<file path="src/rtl/reg_file_2w2r_if.sv">
// reg_file_2w2r_if -- bus bundle for the two-write / two-read register file.
//
// Groups every non-clock, non-reset signal of reg_file_2w2r.
//   clr                 synchronous clear of all entries and the scoreboard
//   wen0/waddr0/wdata0  write port 0
//   wen1/waddr1/wdata1  write port 1 (wins on a same-address write)
//   ren0/raddr0         read port 0 request
//   ren1/raddr1         read port 1 request
//   rdata0/rdata1       registered read data (1-cycle latency)
//   rvalid0/rvalid1     registered read-valid strobes
//   written             per-entry "written since reset/clr" scoreboard
//   wcollide            pulse: both ports wrote the same valid address last cycle
//   addr_err            pulse: an enabled access used an address >= DEPTH last cycle
//
// Modports: master drives requests (bench / surrounding logic), slave is the
// register file itself.
interface reg_file_2w2r_if #(
    parameter int DATA_W = 8,
    parameter int DEPTH  = 4,
    parameter int ADDR_W = 2
);
    logic              clr;
    logic              wen0;
    logic [ADDR_W-1:0] waddr0;
    logic [DATA_W-1:0] wdata0;
    logic              wen1;
    logic [ADDR_W-1:0] waddr1;
    logic [DATA_W-1:0] wdata1;
    logic              ren0;
    logic [ADDR_W-1:0] raddr0;
    logic              ren1;
    logic [ADDR_W-1:0] raddr1;
    logic [DATA_W-1:0] rdata0;
    logic [DATA_W-1:0] rdata1;
    logic              rvalid0;
    logic              rvalid1;
    logic [DEPTH-1:0]  written;
    logic              wcollide;
    logic              addr_err;

    modport master (
        output clr,
        output wen0, waddr0, wdata0,
        output wen1, waddr1, wdata1,
        output ren0, raddr0,
        output ren1, raddr1,
        input  rdata0, rdata1, rvalid0, rvalid1,
        input  written, wcollide, addr_err
    );

    modport slave (
        input  clr,
        input  wen0, waddr0, wdata0,
        input  wen1, waddr1, wdata1,
        input  ren0, raddr0,
        input  ren1, raddr1,
        output rdata0, rdata1, rvalid0, rvalid1,
        output written, wcollide, addr_err
    );
endinterface

</file>
<file path="src/rtl/reg_file_2w2r.sv">
// reg_file_2w2r -- DEPTH x DATA_W register file, two write ports, two
// synchronous read ports (1-cycle latency), per-entry written scoreboard,
// synchronous clear and registered collision / address-error pulses.
//
// Ports:
//   clock  rising-edge clock
//   reset  asynchronous, active-high reset (clears storage and all outputs)
//   bus    reg_file_2w2r_if.slave -- requests in, read data / flags out
//
// Build option:
//   REG_FILE_2W2R_BYPASS_EN  when defined, a read returns the contents the
//   array will hold after the current edge (same-cycle write data, port 1
//   winning; 0 under clr). When undefined, a read returns the pre-edge
//   contents. Latency, widths and flags are the same in both builds.
module reg_file_2w2r #(
    parameter int DATA_W = 8,
    parameter int DEPTH  = 4,
    parameter int ADDR_W = 2
) (
    input logic                 clock,
    input logic                 reset,
    reg_file_2w2r_if.slave      bus
);

    if (DATA_W < 1 || DEPTH < 2 || (2 ** ADDR_W) < DEPTH) begin : g_param_check
        $error("reg_file_2w2r: illegal DATA_W/DEPTH/ADDR_W combination");
    end

    logic [DATA_W-1:0] mem_q [DEPTH];
    logic [DATA_W-1:0] mem_d [DEPTH];
    logic [DEPTH-1:0]  written_q, written_d;
    logic [DATA_W-1:0] rdata0_q, rdata0_d;
    logic [DATA_W-1:0] rdata1_q, rdata1_d;
    logic              rvalid0_q, rvalid0_d;
    logic              rvalid1_q, rvalid1_d;
    logic              wcollide_q, wcollide_d;
    logic              addr_err_q, addr_err_d;

    // Address decode is done by matching against every legal entry index, so
    // an address >= DEPTH simply never hits and needs no separate masking.
    function automatic logic in_range(input logic [ADDR_W-1:0] a);
        logic hit;
        hit = 1'b0;
        for (int unsigned i = 0; i < DEPTH; i++) begin
            if (a == ADDR_W'(i)) hit = 1'b1;
        end
        return hit;
    endfunction

    function automatic logic [DATA_W-1:0] read_mux(
        input logic [DATA_W-1:0] arr [DEPTH],
        input logic [ADDR_W-1:0] a
    );
        logic [DATA_W-1:0] v;
        v = '0;
        for (int unsigned i = 0; i < DEPTH; i++) begin
            if (a == ADDR_W'(i)) v = arr[i];
        end
        return v;
    endfunction

    // Next array contents: clr beats both writes, port 1 beats port 0.
    always_comb begin
        mem_d     = mem_q;
        written_d = written_q;
        for (int unsigned i = 0; i < DEPTH; i++) begin
            if (bus.clr) begin
                mem_d[i]     = '0;
                written_d[i] = 1'b0;
            end else if (bus.wen1 && bus.waddr1 == ADDR_W'(i)) begin
                mem_d[i]     = bus.wdata1;
                written_d[i] = 1'b1;
            end else if (bus.wen0 && bus.waddr0 == ADDR_W'(i)) begin
                mem_d[i]     = bus.wdata0;
                written_d[i] = 1'b1;
            end
        end
    end

    // Forwarding falls out of reading the post-edge image (mem_d), which
    // already folds in write priority and clr.
    logic [DATA_W-1:0] rd0, rd1;
    always_comb begin
`ifdef REG_FILE_2W2R_BYPASS_EN
        rd0 = read_mux(mem_d, bus.raddr0);
        rd1 = read_mux(mem_d, bus.raddr1);
`else
        rd0 = read_mux(mem_q, bus.raddr0);
        rd1 = read_mux(mem_q, bus.raddr1);
`endif
    end

    always_comb begin
        rdata0_d  = bus.ren0 ? rd0 : rdata0_q;
        rdata1_d  = bus.ren1 ? rd1 : rdata1_q;
        rvalid0_d = bus.ren0;
        rvalid1_d = bus.ren1;

        // Flags ignore clr: the attempted writes are still reported.
        wcollide_d = bus.wen0 && bus.wen1 && (bus.waddr0 == bus.waddr1)
                     && in_range(bus.waddr0);
        addr_err_d = (bus.wen0 && !in_range(bus.waddr0))
                   || (bus.wen1 && !in_range(bus.waddr1))
                   || (bus.ren0 && !in_range(bus.raddr0))
                   || (bus.ren1 && !in_range(bus.raddr1));
    end

    always_ff @(posedge clock or posedge reset) begin
        if (reset) begin
            for (int unsigned i = 0; i < DEPTH; i++) begin
                mem_q[i] <= '0;
            end
            written_q  <= '0;
            rdata0_q   <= '0;
            rdata1_q   <= '0;
            rvalid0_q  <= 1'b0;
            rvalid1_q  <= 1'b0;
            wcollide_q <= 1'b0;
            addr_err_q <= 1'b0;
        end else begin
            for (int unsigned i = 0; i < DEPTH; i++) begin
                mem_q[i] <= mem_d[i];
            end
            written_q  <= written_d;
            rdata0_q   <= rdata0_d;
            rdata1_q   <= rdata1_d;
            rvalid0_q  <= rvalid0_d;
            rvalid1_q  <= rvalid1_d;
            wcollide_q <= wcollide_d;
            addr_err_q <= addr_err_d;
        end
    end

    assign bus.rdata0   = rdata0_q;
    assign bus.rdata1   = rdata1_q;
    assign bus.rvalid0  = rvalid0_q;
    assign bus.rvalid1  = rvalid1_q;
    assign bus.written  = written_q;
    assign bus.wcollide = wcollide_q;
    assign bus.addr_err = addr_err_q;

endmodule

</file>
<file path="src/flat_wrapper.sv">
// flat-port wrapper written by rule: the top's interface ports become plain ports
module reg_file_2w2r_flat 
#(
    parameter int DATA_W = 8,
    parameter int DEPTH  = 4,
    parameter int ADDR_W = 2
)
  (clock, reset, bus_clr, bus_wen0, bus_waddr0, bus_wdata0, bus_wen1, bus_waddr1, bus_wdata1, bus_ren0, bus_raddr0, bus_ren1, bus_raddr1, bus_rdata0, bus_rdata1, bus_rvalid0, bus_rvalid1, bus_written, bus_wcollide, bus_addr_err);
  reg_file_2w2r_if #(.DATA_W(DATA_W), .DEPTH(DEPTH), .ADDR_W(ADDR_W)) bus_i ();
  input logic clock;
  input logic reset;
  input wire logic [$bits(bus_i.clr)-1:0] bus_clr;
  input wire logic [$bits(bus_i.wen0)-1:0] bus_wen0;
  input wire logic [$bits(bus_i.waddr0)-1:0] bus_waddr0;
  input wire logic [$bits(bus_i.wdata0)-1:0] bus_wdata0;
  input wire logic [$bits(bus_i.wen1)-1:0] bus_wen1;
  input wire logic [$bits(bus_i.waddr1)-1:0] bus_waddr1;
  input wire logic [$bits(bus_i.wdata1)-1:0] bus_wdata1;
  input wire logic [$bits(bus_i.ren0)-1:0] bus_ren0;
  input wire logic [$bits(bus_i.raddr0)-1:0] bus_raddr0;
  input wire logic [$bits(bus_i.ren1)-1:0] bus_ren1;
  input wire logic [$bits(bus_i.raddr1)-1:0] bus_raddr1;
  output wire logic [$bits(bus_i.rdata0)-1:0] bus_rdata0;
  output wire logic [$bits(bus_i.rdata1)-1:0] bus_rdata1;
  output wire logic [$bits(bus_i.rvalid0)-1:0] bus_rvalid0;
  output wire logic [$bits(bus_i.rvalid1)-1:0] bus_rvalid1;
  output wire logic [$bits(bus_i.written)-1:0] bus_written;
  output wire logic [$bits(bus_i.wcollide)-1:0] bus_wcollide;
  output wire logic [$bits(bus_i.addr_err)-1:0] bus_addr_err;
  assign bus_i.clr = bus_clr;
  assign bus_i.wen0 = bus_wen0;
  assign bus_i.waddr0 = bus_waddr0;
  assign bus_i.wdata0 = bus_wdata0;
  assign bus_i.wen1 = bus_wen1;
  assign bus_i.waddr1 = bus_waddr1;
  assign bus_i.wdata1 = bus_wdata1;
  assign bus_i.ren0 = bus_ren0;
  assign bus_i.raddr0 = bus_raddr0;
  assign bus_i.ren1 = bus_ren1;
  assign bus_i.raddr1 = bus_raddr1;
  assign bus_rdata0 = bus_i.rdata0;
  assign bus_rdata1 = bus_i.rdata1;
  assign bus_rvalid0 = bus_i.rvalid0;
  assign bus_rvalid1 = bus_i.rvalid1;
  assign bus_written = bus_i.written;
  assign bus_wcollide = bus_i.wcollide;
  assign bus_addr_err = bus_i.addr_err;
  reg_file_2w2r #(.DATA_W(DATA_W), .DEPTH(DEPTH), .ADDR_W(ADDR_W)) u_core (.clock(clock), .reset(reset), .bus(bus_i));
endmodule
</file>
<file path="config.mk">
export PLATFORM = sky130hd
export DESIGN_NAME = reg_file_2w2r_flat
export DESIGN_NICKNAME = d
export VERILOG_FILES = /design/src/rtl/reg_file_2w2r_if.sv /design/src/rtl/reg_file_2w2r.sv /design/src/flat_wrapper.sv
export SDC_FILE = /design/constraint.sdc
export NUM_CORES = 1
export LEC_CHECK = 0
export ABC_AREA = 1
export BUFFER_PORTS_ARGS = -buffer_cell sky130_fd_sc_hd__buf_2
export CORE_UTILIZATION = 50
export DETAILED_ROUTE_END_ITERATION = 12
export PLACE_DENSITY = 0.8
export RECOVER_POWER = 25
export SYNTH_ARGS = -nofsm -noshare
export SYNTH_HDL_FRONTEND = slang
export SYNTH_SLANG_ARGS = --single-unit
</file>
<file path="constraint.sdc">
create_clock -name clock -period 1.65 [get_ports clock]
set_clock_uncertainty 0.15 [all_clocks]
set_input_delay 0.0825 -clock clock [delete_from_list [all_inputs] [get_ports clock]]
set_output_delay 0.0825 -clock clock [all_outputs]
set_load 0.005 [all_outputs]
</file>
==> results of run 1 <==
[state kept, by name, indices dropped and copies added, names as in the netlist]
name and count:
u_core.bus.addr_err 1, u_core.bus.rdata0 8, u_core.bus.rdata1 8, u_core.bus.rvalid0 1, u_core.bus.rvalid1 1, u_core.bus.wcollide 1, u_core.bus.written 4, u_core.mem_q 32
[worst max path at each step]
stage	end	from	cells after the start
6_report	u_core.bus.wcollide	bus_wen0	5
5_1_grt	u_core.bus.wcollide	bus_wen0	5
4_1_cts	u_core.bus.wcollide	bus_wen0	5
3_5_place_dp	u_core.mem_q[23]	bus_waddr1[1]	6
3_3_place_gp	u_core.mem_q[19]	bus_waddr1[1]	6
2_1_floorplan	u_core.bus.addr_err	reset	1
[power breakdown]
part	switching (W)	internal (W)	leakage, nW
sequential	0.0000660	0.00147	0.746
clock	0.000453	0.000450	0.0541
combinational	0.000335	0.000200	1.20
[layout by cell type (no fill, tap or decap), drive strengths merged]
master	instances
a21oi	20
a31oi	4
buf	57
bufinv	1
clkbuf	12
clkinv	1
clkinvlp	1
conb	1
dfrtp	56
dlygate4sd3	14
inv	34
nand2	179
nand3	23
nand4	32
nor2	8
nor3	1
o211ai	1
o21ai	48
xor2	1
[routing by layer]
layer	vias to the layer above	wire, um
li1	1534	-
met1	1434	3620
met2	151	3950
met3	23	626
met4	0	305
met5	-	0
[worst max-delay path, stage by stage]
cell and delay, ns:
dlygate4sd3_1 0.52, buf_2 0.17, o211ai_1 0.10, dlygate4sd3_1 0.56
nor3_1 0.13
[cells by family (layout without fill, tap and decap cells)]
kind of cell	after synthesis	after routing	share of synthesized area
other	1	1	0.00120
buffers and inverters	55	120	0.0838
XOR/XNOR	1	1	0.00279
flip-flops	56	56	0.447
AND/OR/NAND/NOR	243	243	0.339
AO/OA/AOI/OAI	73	73	0.126
[stage by stage]
step | hold WS [ns] | area [um2] | worst slack [ns] | total power (W) | utilization
CTS | 0.00791 | 3700 | 0.110 | 0.00299 | 0.618
floorplan | -0.0361 | 3130 | 0.0462 | 0.00186 | -
detailed placement | -0.0203 | 3450 | 0.222 | 0.00207 | 0.576
global route | 0.0345 | 3690 | 0.0859 | 0.00312 | 0.617
global placement | -0.0328 | 3450 | 0.288 | 0.00205 | 0.576
finish | 0.0141 | 3690 | 0.170 | 0.00297 | 0.617
[cell type report]
| type | instances | area [um2] |
|---|---|---|
| inverters | 34 | 128 |
| multi-input cells | 318 | 1470 |
| clock buffers | 5 | 68.8 |
| fillers | 554 | 2300 |
| flip-flops and latches | 56 | 1400 |
| repair buffers | 78 | 489 |
| well taps | 75 | 93.8 |
| clock inverters | 3 | 42.5 |
[cells in the mapped netlist]
library cell and n:
inv_1 33, buf_2 6, nand2_1 178, o21ai_1 3
buf_6 5, dfrtp_1 56, a21oi_2 3, o21ai_0 45
nand2_2 1, nand4_1 32, nand3_2 7, nand3_1 16
nor2_1 7, buf_4 3, xor2_1 1, buf_1 1
nor3_1 1, a31oi_1 4, a21oi_4 1, conb_1 1
inv_2 1, clkbuf_1 6, o211ai_1 1, a21oi_1 16
nor2_2 1
==> qor.csv, run 1 <==
stage,metric,value,unit
synthesis,Yosys top cell by area,dfrtp_1,
setup_path,R2R depth,4,
setup_path,Critical Path RT,1.73,ns
min_path,Hold Path Depth,5,
global_route,met3 usage,0.0461,
synthesis,Synth cell types,25,
synthesis,area share of the largest cell type after synthesis,0.447,
synthesis,Syn Area/Cell,7.31,um2
global_route,met2 GRT Util,0.456,
setup_path,CP Launch Type,input pin,
die,Placeable Area,0.00599,mm2
run,MaxCap Viol Count,0,
placement,DP Cell Count,547,
timing,post-route clock period utilization,0.897,
setup_path,worst r2r src,u_core.mem_q[10],
timing,Max Slew Vio Count,0,
run_status,status,finished clean,
detailed_routing,post-detailed-route via-to-cell ratio,5.52,
timing,final setup fails,0,
finish,antenna cells,0,
die,die span in y,81.2,um
global_route,vias in the first global route,2855,
global_route,GRT Max-Usage Layer,met2,
die,die area,0.00659,mm2
clock_tree,CTS tree,done,
finish,layout cells sized above 1,0.160,
min_path,Hold Crit Class,input pin to flop,
die,I/O pin count,55,
timing,crit path time final,1.48,ns
detailed_routing,initial drt markers,269,
die,Cell Rows,28,
detailed_routing,Routed WL,8510,um
clock_tree,CTS root buf,clkbuf_8,
global_route,largest net degree at the start of global routing,37,
global_route,initial antenna violation count,0,
global_route,grt met1 use,0.373,
power,VDD IR max,0.587,mV
power,P_leak,2.00,nW
detailed_routing,TritonRoute pass-1 iters,5,
detailed_routing,Post-DRT Antenna Nets,0,
finish,nets@finish,524,
placement,IO Port Bufs,54,
setup_path,worst endpoint data arrival time,1.56,ns
synthesis,ranking of synthesized cells by area,"dfrtp_1 45%, nand2_1 21%, o21ai_0 7.2%",
die,Initial Utilization,0.523,
synthesis,post-synthesis register bit count,56,
clock_tree,hold bufs inserted after CTS,14,
synthesis,Mapped Cells,429,
timing,worst slew pin tran,0.841,ns
finish,Layout Cells excl Fill,569,
clock_tree,H-tree Lvls,2,
placement,HPWL after detailed placement,6240,um
synthesis,mapped cell area,0.00313,mm2
detailed_routing,DR WL/cell,14.9,um
synthesis,Synth Warn #,0,
clock_tree,register clock-pin slew on the reported worst setup and hold paths,0.10,ns
setup_path,Crit. End Element,flop,
power,Power Density,804,mW/mm2
timing,setup TNS,0,ns
clock_tree,clk buf depth,2,
timing,relative slew slack,0.438,
die,Die Width,81.2,um
min_path,Hold Path Sink,u_core.mem_q[22],
setup_path,Setup Crit Path Kind,input pin to flop,
synthesis,post-synthesis sequential area ratio,0.447,
clock_tree,number of buffers created by CTS,5,
setup_path,reg2reg end,u_core.bus.rdata0[2],
setup_path,critical-path maximum fanout,5,
clock_tree,clk_lat worst skew,0.31,ns
timing,Hold Fails Final Rpt,0,
placement,routability cong.,0.932,
synthesis,Syn Nets,460,
global_route,Total GRT Usage,0.283,
clock_tree,# Post-CTS Setup Buffers,0,
detailed_routing,drt drc,0,
global_route,first-pass GRT wire length,13900,um
clock_tree,count of cells resized by post-cts repair,0,
timing,fmax,676,MHz
finish,Area Growth Syn to Fin,17.8,%
setup_path,R2R setup slack,0.53,ns
clock_tree,clock sink count,56,
detailed_routing,vias,3142,
timing,RSZ-0062 raised after global routing,false,
global_route,total congestion overflow,0,
min_path,Worst Hold Launch,bus_wdata0[6],
Power figures use the tool's default switching activity.
==> run 2, diff against run 1 <==
--- a/config.mk
+++ b/config.mk
@@ -11,6 +11,7 @@
 export DETAILED_ROUTE_END_ITERATION = 12
 export PLACE_DENSITY = 0.8
 export RECOVER_POWER = 25
+export SKIP_LAST_GASP = 1
 export SYNTH_ARGS = -nofsm -noshare
 export SYNTH_HDL_FRONTEND = slang
 export SYNTH_SLANG_ARGS = --single-unit
==> constraint.sdc (replaced) <==
create_clock -name clock -period 1.35 [get_ports clock]
set_clock_uncertainty 0.15 [all_clocks]
set_input_delay 0.0675 -clock clock [delete_from_list [all_inputs] [get_ports clock]]
set_output_delay 0.0675 -clock clock [all_outputs]
set_load 0.005 [all_outputs]
==> qor.csv, run 2 (synthesis gave the netlist of run 1 again) <==
stage,metric,value,unit,change
placement,DP Cell Count,550,,was 547
clock_tree,clock sink count,56,,unchanged
global_route,initial antenna violation count,0,,unchanged
die,Placeable Area,0.00599,mm2,unchanged
setup_path,Crit. End Element,flop,,unchanged
timing,fmax,772,MHz,
finish,most frequent cells in the layout,"178 x nand2_1, 56 x dfrtp_1, 51 x buf_2, 45 x o21ai_0, 32 x nand4_1",,"was 178 x nand2_1, 56 x dfrtp_1, 47 x buf_2, 45 x o21ai_0, 33 x inv_1"
power,VDD IR max,0.488,mV,was 0.587 mV
detailed_routing,initial drt markers,372,,was 269
detailed_routing,vias,3182,,was 3142
finish,Area Growth Syn to Fin,21.1,%,was 17.8%
setup_path,worst setup path start,bus_clr,,was bus_wen0
setup_path,R2R setup slack,0.24,ns,was 0.53 ns
timing,post-route clock period utilization,0.960,,
placement,HPWL after detailed placement,6200,um,was 6240 um
setup_path,CP Launch Type,input pin,,unchanged
run_status,status,finished clean,,unchanged
clock_tree,clk_lat worst skew,0.30,ns,was 0.31 ns
power,internal power,0.00278,W,was 0.00212 W
placement,routability cong.,0.874,,was 0.932
detailed_routing,Post-DRT Antenna Nets,0,,unchanged
finish,multi-input combinational cell area,0.00149,mm2,was 0.00147 mm2
global_route,Total GRT Usage,0.291,,was 0.283
clock_tree,CTS tree,done,,unchanged
die,die span in y,81.2,um,unchanged
setup_path,Critical Path RT,1.44,ns,was 1.73 ns
detailed_routing,post-detailed-route via-to-cell ratio,5.55,,was 5.52
setup_path,worst r2r src,u_core.mem_q[16],,was u_core.mem_q[10]
power,switching power,0.00104,W,was 0.000854 W
die,Cell Rows,28,,unchanged
detailed_routing,Routed WL,8700,um,was 8510 um
finish,"most common cell after layout, fill and taps aside",nand2_1,,unchanged
clock_tree,CTS root buf,clkbuf_8,,unchanged
power,P_leak,2.05,nW,was 2.00 nW
finish,Sequential Area,0.00140,mm2,unchanged
finish,antenna cells,0,,unchanged
timing,setup TNS,0,ns,unchanged
timing,Final WS setup,0.0542,ns,was 0.170 ns
timing,relative slew slack,0.541,,was 0.438
min_path,Hold Path Depth,5,,unchanged
die,Initial Utilization,0.523,,unchanged
finish,max reg flops,32,,unchanged
die,I/O pin count,55,,unchanged
global_route,first-pass GRT wire length,14500,um,was 13900 um
timing,Max Slew Vio Count,0,,unchanged
clock_tree,clk buf depth,2,,unchanged
placement,IO Port Bufs,54,,unchanged
finish,nets@finish,529,,was 524
power,Clk pwr share,0.331,,was 0.304
power,Gate power share,0.179,,was 0.180
clock_tree,number of buffers created by CTS,5,,unchanged
global_route,total congestion overflow,0,,unchanged
timing,crit path time final,1.30,ns,
global_route,largest net degree at the start of global routing,57,,was 37
min_path,Worst Hold Launch,bus_wdata0[0],,was bus_wdata0[6]
detailed_routing,drt drc,0,,unchanged
die,die area,0.00659,mm2,unchanged
detailed_routing,TritonRoute pass-1 iters,5,,unchanged
finish,fill cell count,532,,was 554
setup_path,R2R depth,4,,unchanged
setup_path,critical-path maximum fanout,32,,was 5
finish,Largest Register,u_core.mem_q,,unchanged
power,Power Density,1010,mW/mm2,was 804 mW/mm2
power,register share of total power,0.490,,was 0.516
finish,layout cells sized above 1,0.181,,was 0.160
min_path,Hold Path Sink,u_core.mem_q[0],,was u_core.mem_q[22]
power,Switching Share,0.271,,was 0.287
clock_tree,H-tree Lvls,2,,unchanged
setup_path,reg2reg end,u_core.bus.rdata0[0],,was u_core.bus.rdata0[2]
setup_path,Setup Crit Path Kind,input pin to flop,,unchanged
placement,Place WS,0.112,ns,was 0.222 ns
timing,worst slew pin tran,0.688,ns,was 0.841 ns
detailed_routing,DR WL/cell,15.2,um,was 14.9 um
die,Die Width,81.2,um,unchanged
setup_path,worst endpoint data arrival time,1.39,ns,was 1.56 ns
global_route,vias in the first global route,2890,,was 2855
min_path,Hold Crit Class,input pin to flop,,unchanged
timing,RSZ-0062 raised after global routing,false,,unchanged
clock_tree,register clock-pin slew on the reported worst setup and hold paths,0.09,ns,was 0.10 ns
finish,Layout Cells excl Fill,573,,was 569
run,MaxCap Viol Count,0,,unchanged
timing,Hold Fails Final Rpt,0,,unchanged
timing,final setup fails,0,,unchanged
## run 2: metal layers
layer	global-route usage	up-vias	part of all wire
met3	0.0404	30	0.061
met1	0.399	1445	0.44
met2	0.459	165	0.46
li1	-	1542	-
met5	0	-	0
met4	0.125	0	0.036
## run 2: final cells by class
| cell class | count | share of cell area |
|---|---|---|
| Clock buffer | 5 | 0.0181 |
| Clock inverter | 2 | 0.0158 |
| Inverter | 34 | 0.0356 |
| Multi-Input combinational cell | 318 | 0.393 |
| Sequential cell | 56 | 0.369 |
| Tap cell | 75 | 0.0247 |
| Timing Repair Buffer | 83 | 0.143 |
## run 2: repair_timing
item	in CTS	in global routing
gates resized for setup	0	7
endpoints found under the hold margin	79	0
setup endpoints to repair	0	31
hold buffers	14	0
setup buffers	0	2
## run 2: worst max path at each step
stage | to | depth (start not counted)
2_1_floorplan | u_core.mem_q[25] | 8
3_3_place_gp | u_core.mem_q[0] | 7
3_5_place_dp | u_core.mem_q[1] | 6
4_1_cts | u_core.mem_q[15] | 6
5_1_grt | u_core.mem_q[15] | 6
6_report | u_core.mem_q[15] | 6
## run 2: critical path: stages
cell	delay (ns)
dlygate4sd3_1	0.54
clkbuf_4	0.22
inv_1	0.11
buf_8	0.22
nand4_1	0.14
nand2_1	0.09
## run 2: power groups by stage
stage | clock network, W | registers (W) | logic (W)
after floorplan | 0 | 0.00189 | 0.000387
after global placement | 0 | 0.00190 | 0.000619
after detailed placement | 0 | 0.00190 | 0.000635
after CTS | 0.00128 | 0.00187 | 0.000668
after global routing | 0.00135 | 0.00189 | 0.000776
final | 0.00126 | 0.00187 | 0.000684
## run 2: stage by stage
stage,area (um2),power [W],hold WS [ns],util
after floorplan,3140,0.00228,-0.0511,-
after global placement,3490,0.00252,0.0160,0.582
after detailed placement,3490,0.00254,0.0195,0.582
after CTS,3760,0.00382,0.000596,0.627
after global routing,3790,0.00401,0.0159,0.633
final,3790,0.00382,0.000647,0.633
